File: src/rtl/sub_mp_seq.sv
// Word-serial multi-precision subtract sequencer: streams WORDS 32-bit slices through an
// external sub unit, LS word first, chaining each borrow-out into the next borrow-in.
module sub_mp_seq #(
    parameter int WORDS = 4,
    parameter int CNT_W = $clog2(WORDS) + 1
) (
    input  logic                  clk,
    input  logic                  rst_n,
    input  logic                  in_valid,
    output logic                  in_ready,
    input  logic [WORDS*32-1:0]   op_a,
    input  logic [WORDS*32-1:0]   op_b,
    input  logic                  bin_i,
    output logic                  sub_en,
    output logic [31:0]           sub_a,
    output logic [31:0]           sub_b,
    output logic                  sub_bin,
    input  logic [31:0]           sub_result,
    input  logic                  sub_bout,
    output logic                  out_valid,
    input  logic                  out_ready,
    output logic [WORDS*32-1:0]   res_data,
    output logic                  res_bout,
    output logic                  res_zero,
    output logic                  busy
);

    localparam int IDX_W = (WORDS > 1) ? $clog2(WORDS) : 1;

    typedef enum logic [1:0] {
        IDLE = 2'd0,
        RUN  = 2'd1,
        DONE = 2'd2
    } state_t;

    state_t                   state_q, state_d;
    logic [CNT_W-1:0]         idx_q, idx_d;
    logic                     borrow_q, borrow_d;
    logic [WORDS-1:0][31:0]   a_q, a_d;
    logic [WORDS-1:0][31:0]   b_q, b_d;
    logic [WORDS-1:0][31:0]   res_q, res_d;
    logic                     res_bout_q, res_bout_d;
    logic                     res_zero_q, res_zero_d;

    logic [IDX_W-1:0]         widx;
    logic                     last_word;

    // idx reaches WORDS after the final RUN edge; only the low bits select a word,
    // and word selection is only consumed while in RUN (idx <= WORDS-1 there).
    assign widx      = idx_q[IDX_W-1:0];
    assign last_word = (idx_q == CNT_W'(WORDS - 1));

    always_ff @(posedge clk) begin
        if (!rst_n) begin
            state_q <= IDLE;
        end else begin
            state_q <= state_d;
        end
    end

    always_comb begin
        state_d = state_q;
        case (state_q)
            IDLE: if (in_valid)  state_d = RUN;
            RUN:  if (last_word) state_d = DONE;
            DONE: if (out_ready) state_d = IDLE;
            default:             state_d = IDLE;
        endcase
    end

    always_comb begin
        in_ready  = (state_q == IDLE);
        busy      = (state_q != IDLE);
        out_valid = (state_q == DONE);
        sub_en    = 1'b0;
        sub_a     = '0;
        sub_b     = '0;
        sub_bin   = 1'b0;
        if (state_q == RUN) begin
            sub_en  = 1'b1;
            sub_a   = a_q[widx];
            sub_b   = b_q[widx];
            sub_bin = borrow_q;
        end
    end

    always_comb begin
        idx_d      = idx_q;
        borrow_d   = borrow_q;
        a_d        = a_q;
        b_d        = b_q;
        res_d      = res_q;
        res_bout_d = res_bout_q;
        res_zero_d = res_zero_q;
        case (state_q)
            IDLE: begin
                if (in_valid) begin
                    a_d      = op_a;
                    b_d      = op_b;
                    borrow_d = bin_i;
                    idx_d    = '0;
                end
            end
            RUN: begin
                res_d[widx] = sub_result;
                borrow_d    = sub_bout;
                idx_d       = idx_q + CNT_W'(1);
                // Zero flag is taken over the fully assembled result, including this word.
                if (last_word) begin
                    res_bout_d = sub_bout;
                    res_zero_d = (res_d == '0);
                end
            end
            default: ;
        endcase
    end

    always_ff @(posedge clk) begin
        if (!rst_n) begin
            idx_q      <= '0;
            borrow_q   <= 1'b0;
            a_q        <= '0;
            b_q        <= '0;
            res_q      <= '0;
            res_bout_q <= 1'b0;
            res_zero_q <= 1'b0;
        end else begin
            idx_q      <= idx_d;
            borrow_q   <= borrow_d;
            a_q        <= a_d;
            b_q        <= b_d;
            res_q      <= res_d;
            res_bout_q <= res_bout_d;
            res_zero_q <= res_zero_d;
        end
    end

    assign res_data = res_q;
    assign res_bout = res_bout_q;
    assign res_zero = res_zero_q;

endmodule

File: config.mk
export PLATFORM = sky130hd
export DESIGN_NAME = sub_mp_seq
export DESIGN_NICKNAME = d
export VERILOG_FILES = /design/src/rtl/sub_mp_seq.sv
export SDC_FILE = /design/constraint.sdc
export NUM_CORES = 1
export LEC_CHECK = 0
export CAP_MARGIN = 20
export CORE_MARGIN = 5
export CORE_UTILIZATION = 35
export CTS_BUF_LIST = sky130_fd_sc_hd__clkbuf_4 sky130_fd_sc_hd__clkbuf_8
export DETAILED_ROUTE_END_ITERATION = 6
export GPL_ROUTABILITY_DRIVEN = 0
export HOLD_SLACK_MARGIN = 0.1
export PLACE_DENSITY = 0.59
export SYNTH_ARGS = -nofsm -noshare
export SYNTH_HDL_FRONTEND = slang
export SYNTH_SLANG_ARGS = --single-unit
File: constraint.sdc
create_clock -name clk -period 6.55 [get_ports clk]
set_clock_uncertainty 0.15 [all_clocks]
set_input_delay 1.31 -clock clk [delete_from_list [all_inputs] [get_ports clk]]
set_output_delay 1.31 -clock clk [all_outputs]
set_load 0.05 [all_outputs]
==> results.py <==
metrics = {
    "outcome": {
        "status": "complete, no violations",
    },
    "yosys": {
        "netlist_area_mm2": 0.0171,
        "yosys.area.top_type": "dfxtp_1",
        "synth_cell_types": 51,
        "synth_seq_area_share_pct": 45.8,
        "ys_seq_elements": 392,
        "async_reset_ff_share_pct": 0,
        "synthTopCellsByCount": "777 x nand2_1, 392 x dfxtp_1, 378 x a21boi_1, 117 x clkbuf_1, 69 x and2_1",
        "yosys_warnings": 0,
        "synth.avg_cell_area_um2": 8.57,
        "synthMostInstantiatedCell": "nand2_1",
        "synth_nets": 2298,
        "yosysTopAreaCellShare_pct": 45.8,
        "synthCells": 1999,
        "synth-edff-count": 0,
        "synth_ff_type": "dfxtp_1",
        "yosys-top-cells-area": "dfxtp_1 46%, nand2_1 17%, a21boi_1 17%",
    },
    "drt": {
        "via_per_inst": 5.10,
        "num_vias": 15800,
        "dr.pass1.iters": 6,
        "ant_nets": 0,
        "first_iter_violations": 1096,
        "wl_per_cell_um": 20.1,
        "drt-total-wl_mm": 62.4,
        "drc": 0,
    },
    "global_route": {
        "grt_max_degree": 221,
        "antenna_found_initial": 19,
        "grt_pass1_vias": 15700,
        "grt_pass1_wl_mm": 93.1,
        "grtUsageTotal_pct": 22.4,
        "grt-ovfl-total": 0,
    },
    "pwr": {
        "p_per_area_mw_per_mm2": 244,
        "vdd_drop_max_mv": 0.132,
        "p_leak_nw": 8.65,
    },
    "floorplanning": {
        "ios": 493,
        "die-area_mm2": 0.0535,
        "initial_utilization_pct": 35.2,
        "dieHeight_um": 231,
        "die_w_um": 231,
        "core_mm2": 0.0486,
        "rows": 81,
    },
    "run": {
        "drv_cap": 0,
    },
    "sta": {
        "period_needed_ns": 4.85,
        "setup_tns_ns": 0,
        "rsz0062_at_grt": "no",
        "fin_crit_sh_pct": 74.1,
        "max_freq_ghz": 0.206,
        "worst_slew_pin_slew_ns": 1.08,
        "slew_headroom_pct": 28.1,
        "slew_viol_final": 0,
        "setup_viol": 0,
        "finalHoldViolCount": 0,
    },
    "placement": {
        "post-dp-hpwl_mm": 44.4,
        "portBuffers": 492,
        "dp.cells": 2966,
    },
    "layout": {
        "synthToLayoutAreaGrowth_pct": 39.3,
        "nNetsFinal": 2715,
        "final_cells": 3097,
        "drive_gt1_share_pct": 8.37,
    },
    "clock_network": {
        "cts-resized-gates": 0,
        "cts_max_level": 3,
        "ctsRootBufferMaster": "clkbuf_8",
        "cts_tree": "yes",
        "cts_hold_buf": 0,
        "clk_pin_slew_ns": 0.06,
        "cts.path.max_buffers": 3,
        "cts-buffers-inserted": 68,
        "cts_sinks": 392,
        "cts_setup_buffers": 0,
        "insertion_delay_ns": 0.63,
    },
    "setup_path": {
        "arrival_ns": 3.39,
        "critical_path_class": "register to output pin",
        "ff2ff_setup_slack_ns": 2.89,
        "cp_max_fo": 47,
        "cp.required_ns": 5.09,
        "endpoint_kind": "output pin",
        "startpoint_type": "register",
    },
    "hold_path": {
        "min-delay-path-class": "register to register",
    },
}
layout make-up:
type                       count  area [µm²]
tap                          622         778
clock inverter                 6        80.1
antenna                       15        37.5
inverter                       8        30.0
clock buffer                 108        1340
sequential                   392        7860
timing repair buffer         508        5130
fill                        4760       24800
multi-input combinational   1438        8610
logic make-up after synthesis:
kind of cell    share of synthesized area (%)
compound gates                           18.1
xor+xnor                               0.0511
fa+ha+maj                               0.365
buf+inv                                  4.03
flops                                    45.8
mux                                      8.53
simple gates                             23.1
where the power goes:
part           total [mW]  switching (mW)  internal, mW
Sequential           2.60          0.0931          2.50
Combinational       0.881           0.474         0.408
Clock                2.34           0.980          1.36
path summary, 6_finish.rpt:
| path | end | startpoint | depth (start not counted) |
|---|---|---|---|
| worst max register to register | res_zero | idx_q[1] | 7 |
| worst min-delay path | a_q[87] | a_q[87] | 2 |
| worst max-delay path | sub_b[21] | idx_q[0] | 4 |
| worst min register to register | a_q[87] | a_q[87] | 2 |
worst max-delay path: stages (launching register included):
cell             delay, ns
dfxtp_4               0.90
buf_4                 0.44
mux4_2                0.55
and2_1                0.17
clkdlybuf4s50_1       0.70
state kept, by name (all words and copies together) (netlist names):
register	count
borrow_q	1
res_data	128
state_q	2
res_bout	1
a_q	128
res_zero	1
idx_q	3
b_q	128
metrics by stage:
step	hold slack (ns)	utilization [%]	setup slack, ns	instance area, µm²	power [mW]
after global placement	0.289	45.9	2.28	22300	3.52
after global routing	0.314	49.0	1.48	23900	6.08
after floorplan	0.282	-	3.18	17100	3.12
after detailed placement	0.292	45.9	2.26	22300	3.53
final	0.298	49.0	1.70	23900	5.82
after CTS	0.300	48.9	1.56	23800	5.90
per-layer routing:
layer	GRT usage, %	vias to the layer above	wire (µm)
met1	27.1	7553	24800
met2	36.4	586	29800
met5	0	-	72
li1	-	7514	-
met3	6.68	122	5500
met4	11.0	10	2300
layout by cell type (no fill, tap or decap), types with 3 or more instances in the layout:
cell type	netlist	layout
a21boi_0	10	10
a21boi_1	378	378
a21oi_1	10	10
and2_1	69	68
buf_12	0	3
buf_4	1	10
clkbuf_4	0	24
clkbuf_8	1	85
clkdlybuf4s50_1	0	491
clkinv_2	0	4
dfxtp_1	392	390
diode_2	0	15
ha_1	5	5
inv_1	7	7
mux4_2	64	64
nand2_1	777	776
nand3_1	6	6
nand4_1	7	7
nor2_1	25	23
nor2b_1	3	3
nor3_1	12	12
nor4_1	29	29
o21ai_0	5	5
or4_1	9	9
(Power assumes the default switching activity.)
